<file path="src/rtl/a2d_resp_if.sv">
// a2d_resp_if: SPI pin bundle for the A2D link.
//   SS_n : slave select, active low (master -> responder)
//   SCLK : serial clock, idles high (master -> responder)
//   MOSI : command data (master -> responder)
//   MISO : response data (responder -> master)
// Handshake: there is no valid/ready pair on this link. A frame is framed
// by SS_n low; the master changes MOSI after SCLK falls, and both sides
// sample on the SCLK rise. The responder oversamples every pin on its own clk.
interface a2d_resp_if;
  logic SS_n;
  logic SCLK;
  logic MOSI;
  logic MISO;

  modport master (output SS_n, output SCLK, output MOSI, input MISO);
  modport slave  (input SS_n, input SCLK, input MOSI, output MISO);
endinterface

</file>
<file path="src/rtl/a2d_resp.sv">
// a2d_resp: SPI responder modelling an 8-channel, 12-bit A2D converter.
// A 16-bit command selects a channel in cmd[13:11]; the sample on that
// channel is captured when the frame completes and shifted out on the next
// frame, so results are one transaction deep.
//
// Ports:
//   clk, rst_n : system clock, asynchronous active-low reset
//   spi        : a2d_resp_if.slave (SS_n, SCLK, MOSI in; MISO out)
//   ch_vals    : eight 12-bit samples, channel n = ch_vals[12n+11:12n]
//   chnnl      : channel decoded from the last complete command
//   cnv_done   : one-clk pulse when a complete command is accepted
//   dbg_state  : current FSM state (0 = IDLE, 1 = SHIFT)
//
// Build option: define A2D_INV_DATA_EN to send the 12 data bits inverted.
module a2d_resp #(
  parameter int SYNC_STAGES = 2
) (
  input  logic        clk,
  input  logic        rst_n,
  a2d_resp_if.slave   spi,
  input  logic [95:0] ch_vals,
  output logic [2:0]  chnnl,
  output logic        cnv_done,
  output logic        dbg_state
);

  localparam int NE = SYNC_STAGES + 1;  // sync chain plus edge-detect flop

  typedef enum logic {IDLE = 1'b0, SHIFT = 1'b1} state_e;

  // Pin synchronizers; index 0 is the first stage.
  logic [NE-1:0]          ss_q, ss_d;
  logic [NE-1:0]          sclk_q, sclk_d;
  logic [SYNC_STAGES-1:0] mosi_q, mosi_d;

  state_e      state_q, state_d;
  logic [15:0] tx_q, tx_d;
  logic [15:0] rx_q, rx_d;
  logic [4:0]  cnt_q, cnt_d;
  logic [11:0] held_q, held_d;
  logic [2:0]  chnnl_q, chnnl_d;
  logic        cnv_done_q, cnv_done_d;

  logic        ss_fall, ss_rise, sclk_fall, sclk_rise, mosi_sync;
  logic [11:0] tx_data;
  logic [11:0] ch_arr [8];
  logic        unused_rx_msb;

  always_comb begin
    ss_d   = {ss_q[NE-2:0], spi.SS_n};
    sclk_d = {sclk_q[NE-2:0], spi.SCLK};
    mosi_d = {mosi_q[SYNC_STAGES-2:0], spi.MOSI};
  end

  always_ff @(posedge clk or negedge rst_n) begin
    if (!rst_n) begin
      ss_q   <= '1;
      sclk_q <= '1;
      mosi_q <= '0;
    end else begin
      ss_q   <= ss_d;
      sclk_q <= sclk_d;
      mosi_q <= mosi_d;
    end
  end

  // Edge detect compares the synchronized value with one flop later.
  assign ss_fall   =  ss_q[NE-1]   & ~ss_q[NE-2];
  assign ss_rise   = ~ss_q[NE-1]   &  ss_q[NE-2];
  assign sclk_fall =  sclk_q[NE-1] & ~sclk_q[NE-2];
  assign sclk_rise = ~sclk_q[NE-1] &  sclk_q[NE-2];
  assign mosi_sync =  mosi_q[SYNC_STAGES-1];

  always_comb begin
    for (int i = 0; i < 8; i++) ch_arr[i] = ch_vals[i*12 +: 12];
  end

`ifdef A2D_INV_DATA_EN
  assign tx_data = ~held_q;
`else
  assign tx_data = held_q;
`endif

  always_comb begin
    state_d    = state_q;
    tx_d       = tx_q;
    rx_d       = rx_q;
    cnt_d      = cnt_q;
    held_d     = held_q;
    chnnl_d    = chnnl_q;
    cnv_done_d = 1'b0;
    case (state_q)
      IDLE: begin
        if (ss_fall) begin
          tx_d    = {4'h0, tx_data};
          rx_d    = '0;
          cnt_d   = '0;
          state_d = SHIFT;
        end
      end
      SHIFT: begin
        // SS_n rise takes priority; a coincident SCLK edge is dropped.
        if (ss_rise) begin
          if (cnt_q == 5'd16) begin
            chnnl_d    = rx_q[13:11];
            held_d     = ch_arr[rx_q[13:11]];
            cnv_done_d = 1'b1;
          end
          state_d = IDLE;
        end else if (sclk_rise) begin
          rx_d = {rx_q[14:0], mosi_sync};
          if (cnt_q != 5'd31) cnt_d = cnt_q + 5'd1;
        end else if (sclk_fall) begin
          // The fall that precedes the first rise must not shift out bit 15.
          if (cnt_q != 5'd0) tx_d = {tx_q[14:0], 1'b0};
        end
      end
      default: state_d = IDLE;
    endcase
  end

  always_ff @(posedge clk or negedge rst_n) begin
    if (!rst_n) begin
      state_q    <= IDLE;
      tx_q       <= '0;
      rx_q       <= '0;
      cnt_q      <= '0;
      held_q     <= '0;
      chnnl_q    <= '0;
      cnv_done_q <= 1'b0;
    end else begin
      state_q    <= state_d;
      tx_q       <= tx_d;
      rx_q       <= rx_d;
      cnt_q      <= cnt_d;
      held_q     <= held_d;
      chnnl_q    <= chnnl_d;
      cnv_done_q <= cnv_done_d;
    end
  end

  assign unused_rx_msb = rx_q[15];

  assign spi.MISO  = (state_q == SHIFT) & tx_q[15];
  assign chnnl     = chnnl_q;
  assign cnv_done  = cnv_done_q;
  assign dbg_state = (state_q == SHIFT);

endmodule

</file>
<file path="src/flat_wrapper.sv">
// flat-port wrapper written by rule: the top's interface ports become plain ports
module a2d_resp_flat 
#(
  parameter int SYNC_STAGES = 2
)
  (clk, rst_n, ch_vals, chnnl, cnv_done, dbg_state, spi_SS_n, spi_SCLK, spi_MOSI, spi_MISO);
  a2d_resp_if spi_i ();
  input  logic clk;
  input  logic rst_n;
  input  logic [95:0] ch_vals;
  output logic [2:0] chnnl;
  output logic cnv_done;
  output logic dbg_state;
  input wire logic [$bits(spi_i.SS_n)-1:0] spi_SS_n;
  input wire logic [$bits(spi_i.SCLK)-1:0] spi_SCLK;
  input wire logic [$bits(spi_i.MOSI)-1:0] spi_MOSI;
  output wire logic [$bits(spi_i.MISO)-1:0] spi_MISO;
  assign spi_i.SS_n = spi_SS_n;
  assign spi_i.SCLK = spi_SCLK;
  assign spi_i.MOSI = spi_MOSI;
  assign spi_MISO = spi_i.MISO;
  a2d_resp #(.SYNC_STAGES(SYNC_STAGES)) u_core (.clk(clk), .rst_n(rst_n), .spi(spi_i), .ch_vals(ch_vals), .chnnl(chnnl), .cnv_done(cnv_done), .dbg_state(dbg_state));
endmodule
</file>
<file path="config.mk">
export PLATFORM = sky130hd
export DESIGN_NAME = a2d_resp_flat
export DESIGN_NICKNAME = d
export VERILOG_FILES = /design/src/rtl/a2d_resp_if.sv /design/src/rtl/a2d_resp.sv /design/src/flat_wrapper.sv
export SDC_FILE = /design/constraint.sdc
export NUM_CORES = 1
export LEC_CHECK = 0
export BUFFER_PORTS_ARGS = -buffer_cell sky130_fd_sc_hd__buf_2
export CORE_MARGIN = 1.5
export CORE_UTILIZATION = 52
export DETAILED_ROUTE_END_ITERATION = 8
export PLACE_DENSITY = 0.87
export SLEW_MARGIN = 20
export SYNTH_ARGS = -nofsm -noshare
export SYNTH_HDL_FRONTEND = slang
export SYNTH_SLANG_ARGS = --single-unit
</file>
<file path="constraint.sdc">
create_clock -name clk -period 5.5 [get_ports clk]
set_input_delay 1.1 -clock clk [delete_from_list [all_inputs] [get_ports clk]]
set_output_delay 1.1 -clock clk [all_outputs]
set_load 0.03 [all_outputs]
</file>
==> qor.yml, run 1 <==
cp.required_ns: 4.40
port_buffers: 106
first_pass_iters: 4
rsz0062_at_grt: "false"
cts_tree: "yes"
dp_cells: 436
hold_viol: 0
cpMaxStageDelayCell: "buf_4"
clkTransAtPathRegs_ns: 0.06
clock-sinks: 60
cts-root-buf: "clkbuf_8"
fp.dieW_um: 80.6
drive_above_1_share: 0.424
layout.cells.non_filler: 452
crit_chain: "buf_4, and2_1, buf_2"
synth_cell_types: 31
syn-num-nets: 376
hp-class: "reg2reg"
crit_type: "reg2out"
p_per_area_nw_per_um2: 285
fin_crit_ns: 2.56
crit_buf_inv: 2
cpPeakStageDelay_ns: 0.42
avgSynthCellArea_sq_um: 11.5
die_h_um: 80.6
setup_viol: 0
wl_mm: 6.99
htreeDepth: 3
grt_pass1_vias: 2484
clock.fmax_mhz: 391
synthCells: 272
antenna_left: 0
post_cts_buffers: 0
start_kind: "register"
relSlewSlack: 0.314
leakage_nw: 1.73
wire_per_inst_um: 15.5
hold_buffers: 0
slew_violations: 0
dp_hpwl_mm: 5.04
fin_crit_sh: 0.465
grt-ovfl-total: 0
synth.cell_area_sq_um: 3130
coreArea_sq_um: 5890
status: "completed"
gp_congestion: 0.808
ys_seq_area_frac: 0.481
critPathCaptureType: "primary output"
numCtsBuffers: 9
synth_seq_cells: 60
start_util: 0.533
tns_ns: 0
cts_buffer_depth: 2
first_iter_violations: 145
finalInstanceArea_sq_um: 3860
clock_latency_ns: 0.33
final.setup_skew_ns: 0.00886
worstPathArrival_ns: 1.46
cap_violations: 0
ys_warn_count: 0
grt_pass1_wl_mm: 11.5
final_nets: 476
vias: 2498
insertedDiodeCount: 0
grt_use_total: 0.240
ios: 107
placed_area_sq_um: 3680
route.detailed.drc: 0
area_delta_synth_final_pct: 23.3
row_count: 28
grt_max_degree: 61
cts_resized: 0
cp_top_family: "buffers and inverters"
viasPerCell: 5.53
dieArea_sq_um: 6500
worstPathMaxFanout: 42
antenna_found_initial: 0
tightest_slew_ns: 1.03
ir_worst_vdd_mv: 0.153
## path summary, 6_finish.rpt
check                                 start          endpoint  slack, ns  cells after the start
max in group asynchronous             rst_n  u_core.held_q[4]       4.10                      2
max reg2reg                 u_core.cnt_q[1]    u_core.tx_q[9]       3.24                      5
min in group asynchronous             rst_n  u_core.dbg_state       0.92                      2
min                        u_core.mosi_q[0]  u_core.mosi_q[1]       0.35                      0
min reg2reg                u_core.mosi_q[0]  u_core.mosi_q[1]       0.35                      0
max                        u_core.dbg_state          spi_MISO       2.94                      3
## per-layer routing
layer  global-route usage  routed length, um  vias up
li1                     -                  -     1178
met1                0.300               2780     1211
met2                0.403               3610       95
met3               0.0614                470       14
met4               0.0828                132        0
met5                    0                  0        -
## registers in the layout, summed over array words and instances (netlist names)
register and flops:
u_core.chnnl 3, u_core.cnt_q 5, u_core.cnv_done 1, u_core.dbg_state 1
u_core.held_q 12, u_core.mosi_q 2, u_core.rx_q 14, u_core.sclk_q 3
u_core.ss_q 3, u_core.tx_q 16
## synthesized netlist by cell type
cell	count	area, sq um
dfrtp_1	54	1350
nand2_1	54	203
o21ai_0	32	160
mux4_2	24	541
mux2i_1	23	230
a21oi_1	13	65.1
nor2_1	13	48.8
buf_2	11	55.1
dfstp_2	6	158
clkbuf_1	5	18.8
buf_4	4	30.0
inv_1	4	15.0
ha_1	3	37.5
mux2_2	3	33.8
a41oi_2	2	32.5
nand2b_1	2	12.5
nand3_1	2	10.0
nand4_1	2	12.5
nor2b_1	2	12.5
o21ai_1	2	10.0
a22o_1	1	8.76
a31oi_1	1	6.26
and2_1	1	6.26
and3_1	1	6.26
buf_1	1	3.75
nor3b_1	1	7.51
nor3b_2	1	12.5
nor4_4	1	21.3
or3_1	1	6.26
or4b_1	1	10.0
xor2_1	1	8.76
## cells in the final DEF (no fill, tap or decap)
cell type,instances
clkinv_2,2
or4b_1,1
clkbuf_1,3
and3_1,1
a31oi_1,1
mux2i_1,23
dfrtp_1,54
o21ai_1,2
xor2_1,1
a22o_1,1
a41oi_4,1
nor2b_1,2
mux2_2,3
or3_1,1
clkbuf_8,11
inv_1,4
a21oi_1,13
and2_1,1
nor3b_2,1
nand2b_1,2
buf_4,4
buf_2,106
nor3b_1,1
mux4_2,24
nand4_1,2
nor2_1,13
o21ai_0,32
a41oi_2,1
dfstp_2,6
nand3_1,2
nand2_1,54
ha_1,3
nor4_4,1
## worst register-to-register path, stage by stage, from the launching register on
cell     delay (ns)
dfrtp_1        0.42
inv_1          0.09
ha_1           0.17
or4b_1         0.51
a41oi_4        0.67
o21ai_0        0.24
## cell type report
class	count	area [sq um]
clock buffer	14	163
clock inverter	2	10.0
inverter	4	15.0
multi-input combinational	187	1510
fill	458	2020
sequential	60	1510
timing repair buffer	110	561
tap	75	93.8
## cell families after synthesis
logic type | synth area share
AOI/OAI and AO/OA | 0.0902
xor gates and xnor gates | 0.00279
buffers and inverters | 0.0391
muxes | 0.257
and+or+nand+nor | 0.118
DFF | 0.481
adders and majority gates | 0.0120
## stage by stage
stage / setup WS [ns] / utilization / total power, mW / hold slack, ns
floorplan: 2.81 / - / 0.683 / 0.331
detailed placement: 3.05 / 0.625 / 0.762 / 0.338
CTS: 2.93 / 0.655 / 1.10 / 0.352
finish: 2.94 / 0.657 / 1.10 / 0.350
global placement: 3.23 / 0.625 / 0.742 / 0.336
global route: 2.84 / 0.657 / 1.16 / 0.362
## power by group
group          leakage, nW  total [mW]  internal (mW)  switching, mW
clock               0.0905       0.342          0.187          0.155
sequential           0.719       0.555          0.512         0.0429
combinational        0.924       0.203         0.0952          0.108
total                 1.73        1.10          0.795          0.306
No activity file was read; power rests on OpenSTA's default activity.
==> inputs of run 2 (changes only) <==
--- a/config.mk
+++ b/config.mk
@@ -7,9 +7,9 @@
 export LEC_CHECK = 0
 export BUFFER_PORTS_ARGS = -buffer_cell sky130_fd_sc_hd__buf_2
 export CORE_MARGIN = 1.5
-export CORE_UTILIZATION = 52
+export CORE_UTILIZATION = 50
 export DETAILED_ROUTE_END_ITERATION = 8
-export PLACE_DENSITY = 0.87
+export PLACE_DENSITY = 0.85
 export SLEW_MARGIN = 20
 export SYNTH_ARGS = -nofsm -noshare
 export SYNTH_HDL_FRONTEND = slang
==> constraint.sdc (replaced) <==
create_clock -name clk -period 2.7 [get_ports clk]
set_input_delay 0.54 -clock clk [delete_from_list [all_inputs] [get_ports clk]]
set_output_delay 0.54 -clock clk [all_outputs]
set_load 0.03 [all_outputs]
==> run 2 against run 1 <==
  * Die area up 3.9%
  * Cell area grew 2.4%
  * Final cell count increased by 1.3%
  * Combinational power grew 100%
  * Sequential power is 110% higher
  * Utilization rose by 0.37 points
  * First-iteration DRC count is 4.1% lower
  * Global-route usage rose by 0.43 points
  * Sequential cell count unchanged
  * Worst hold slack got worse by 0.044 ns
  * Critical path type is now reg2reg
  * Largest cell class is now flip-flops and latches
  * Largest power group unchanged
  * Highest routed layer unchanged
==> qor.yml, run 2 (synthesized netlist as in run 1, its figures left out) <==
layout.cells.non_filler: 458  # +1.3%
post_cts_buffers: 0  # unchanged
placed_area_sq_um: 3720  # +1.0%
clock.fmax_mhz: 486
timing.rr.start: "u_core.cnt_q[0]"
port_buffers: 106  # unchanged
critPathCaptureType: "register"
setup_viol: 0  # unchanged
clock_power_share: 0.370  # +0.059
rr_endpoint: "u_core.cnt_q[3]"
fin_crit_ns: 2.06
route.detailed.drc: 0  # unchanged
insertedDiodeCount: 0  # unchanged
viasPerCell: 5.59  # +1.1%
dp_cells: 441  # +1.1%
antenna_left: 0  # unchanged
dieArea_sq_um: 6750  # +3.9%
finalInstanceArea_sq_um: 3960  # +2.4%
reg.largest.list: "u_core.tx_q x16, u_core.rx_q x14, u_core.held_q x12"
numCtsBuffers: 9  # unchanged
start_util: 0.523  # -0.00934
min_to: "u_core.sclk_q[0]"
grt_pass1_vias: 2634  # +6.0%
seqPwrFrac: 0.463  # -0.042
grt-ovfl-total: 0  # unchanged
wl_mm: 7.43  # +6.3%
hold_depth: 1  # +1
grt_pass1_wl_mm: 12.0  # +3.8%
combPwrFrac: 0.167  # -0.017
relSlewSlack: 0.536  # +0.221
die_h_um: 82.2  # +1.9%
ios: 107  # unchanged
r2r_slack_ns: 0.64  # -2.60 ns
tns_ns: 0  # unchanged
worstPathMaxFanout: 5  # -88%
power_mw: 2.47  # +120%
fp.dieW_um: 82.2  # +1.9%
cts-root-buf: "clkbuf_8"
wire_per_inst_um: 16.2  # +4.9%
layout_common_cells: "106 x buf_2, 54 x nand2_1, 54 x dfrtp_1, 32 x o21ai_0, 24 x mux4_2"
hp-class: "in2reg"
start_kind: "register"
rsz0062_at_grt: "false"
intPower_mw: 1.81  # +130%
final.setup_skew_ns: 0.0113  # +0.00239 ns
row_count: 28  # unchanged
regMostFlops: "u_core.tx_q"
cts_tree: "yes"
ir_worst_vdd_mv: 0.337  # +120%
switchingPower_uw: 656  # +110%
reg2reg_depth: 7  # +2
fin_crit_sh: 0.762
hold_viol: 0  # unchanged
worstPathArrival_ns: 2.31  # +0.85 ns
cp-startpoint: "u_core.cnt_q[0]"
dp_hpwl_mm: 5.20  # +3.0%
crit_type: "reg2reg"
tightest_slew_ns: 0.697  # -0.332 ns
gp_congestion: 0.773  # -4.3%
final_common_cell: "buf_2"
swShare: 0.266  # -0.0122
largest_reg_flops: 16  # unchanged
first_pass_iters: 4  # unchanged
cp.required_ns: 2.95  # -1.45 ns
status: "completed"
clock_latency_ns: 0.33  # about the same
leakage_nw: 1.78  # +2.9%
first_iter_violations: 139  # -4.1%
p_per_area_nw_per_um2: 623  # +120%
cap_violations: 0  # unchanged
vias: 2559  # +2.4%
grt_max_degree: 57  # -6.6%
grt_use_total: 0.244  # +0.00434
clock-sinks: 60  # unchanged
slew_violations: 0  # unchanged
area_delta_synth_final_pct: 26.2
clkTransAtPathRegs_ns: 0.07  # about the same
antenna_found_initial: 0  # unchanged
coreArea_sq_um: 5990  # +1.8%
htreeDepth: 3  # unchanged
final_nets: 482  # +1.3%
drive_above_1_share: 0.436  # +0.0116
hold_path_startpoint: "spi_SCLK"
cts_buffer_depth: 2  # unchanged
-- run 2: cell types whose count changed in the layout (fill, tap and decap cells not counted), sizes merged --
cell         delta
clkbuf          -2
clkinvlp        +1
dlygate4sd3     +1
clkinv          -1
bufinv          +2
buf             +5
-- run 2: power groups by stage --
| stage | combinational (mW) | clock [mW] | sequential, mW |
|---|---|---|---|
| global placement | 0.376 | 0 | 1.14 |
| finish | 0.412 | 0.912 | 1.14 |
| floorplan | 0.269 | 0 | 1.12 |
| CTS | 0.417 | 0.928 | 1.14 |
| global route | 0.472 | 0.965 | 1.16 |
| detailed placement | 0.403 | 0 | 1.15 |
-- run 2: routing by layer --
metal,global-route usage,wire (um)
met1,0.311,2990
met2,0.410,4030
met3,0.0571,365
met4,0.0864,50
met5,0,0
-- run 2: timing repair --
item | 4_1_cts | 5_1_grt
hold buffers | 1 | 0
endpoints found under the hold margin | 4 | 0
gates resized for setup | 0 | 0
endpoints found under the setup margin | 0 | 0
-- run 2: critical path, cell delays in order (launching register included) --
cell	delay, ns
dfrtp_1	0.42
ha_1	0.23
and3_1	0.15
ha_1	0.19
nor3b_1	0.30
nand3_1	0.16
or3_1	0.38
a21oi_1	0.16
-- run 2: area by class of cell --
cell class,count,area (sq um)
Fill cell,427,2030
Sequential cell,60,1510
Multi-Input combinational cell,187,1500
Timing Repair Buffer,116,608
Tap cell,75,93.8
Clock buffer,12,155
Clock inverter,4,72.6
Inverter,4,15.0
-- run 2: stage by stage --
stage                     hold slack [ns]  utilization  worst slack [ns]
after CTS                           0.289        0.660             0.665
after detailed placement            0.338        0.621             0.669
after floorplan                     0.244            -             0.570
final                               0.306        0.660             0.644
after global placement              0.334        0.621             0.760
after global routing                0.291        0.660             0.546
-- run 2: worst max-delay path by stage --
| stage | endpoint | depth (start not counted) | slack [ns] |
|---|---|---|---|
| floorplan | spi_MISO | 4 | 0.57 |
| global placement | u_core.cnt_q[3] | 7 | 0.76 |
| detailed placement | u_core.cnt_q[3] | 7 | 0.67 |
| CTS | u_core.cnt_q[3] | 7 | 0.66 |
| global route | u_core.cnt_q[3] | 7 | 0.55 |
| finish | u_core.cnt_q[3] | 7 | 0.64 |
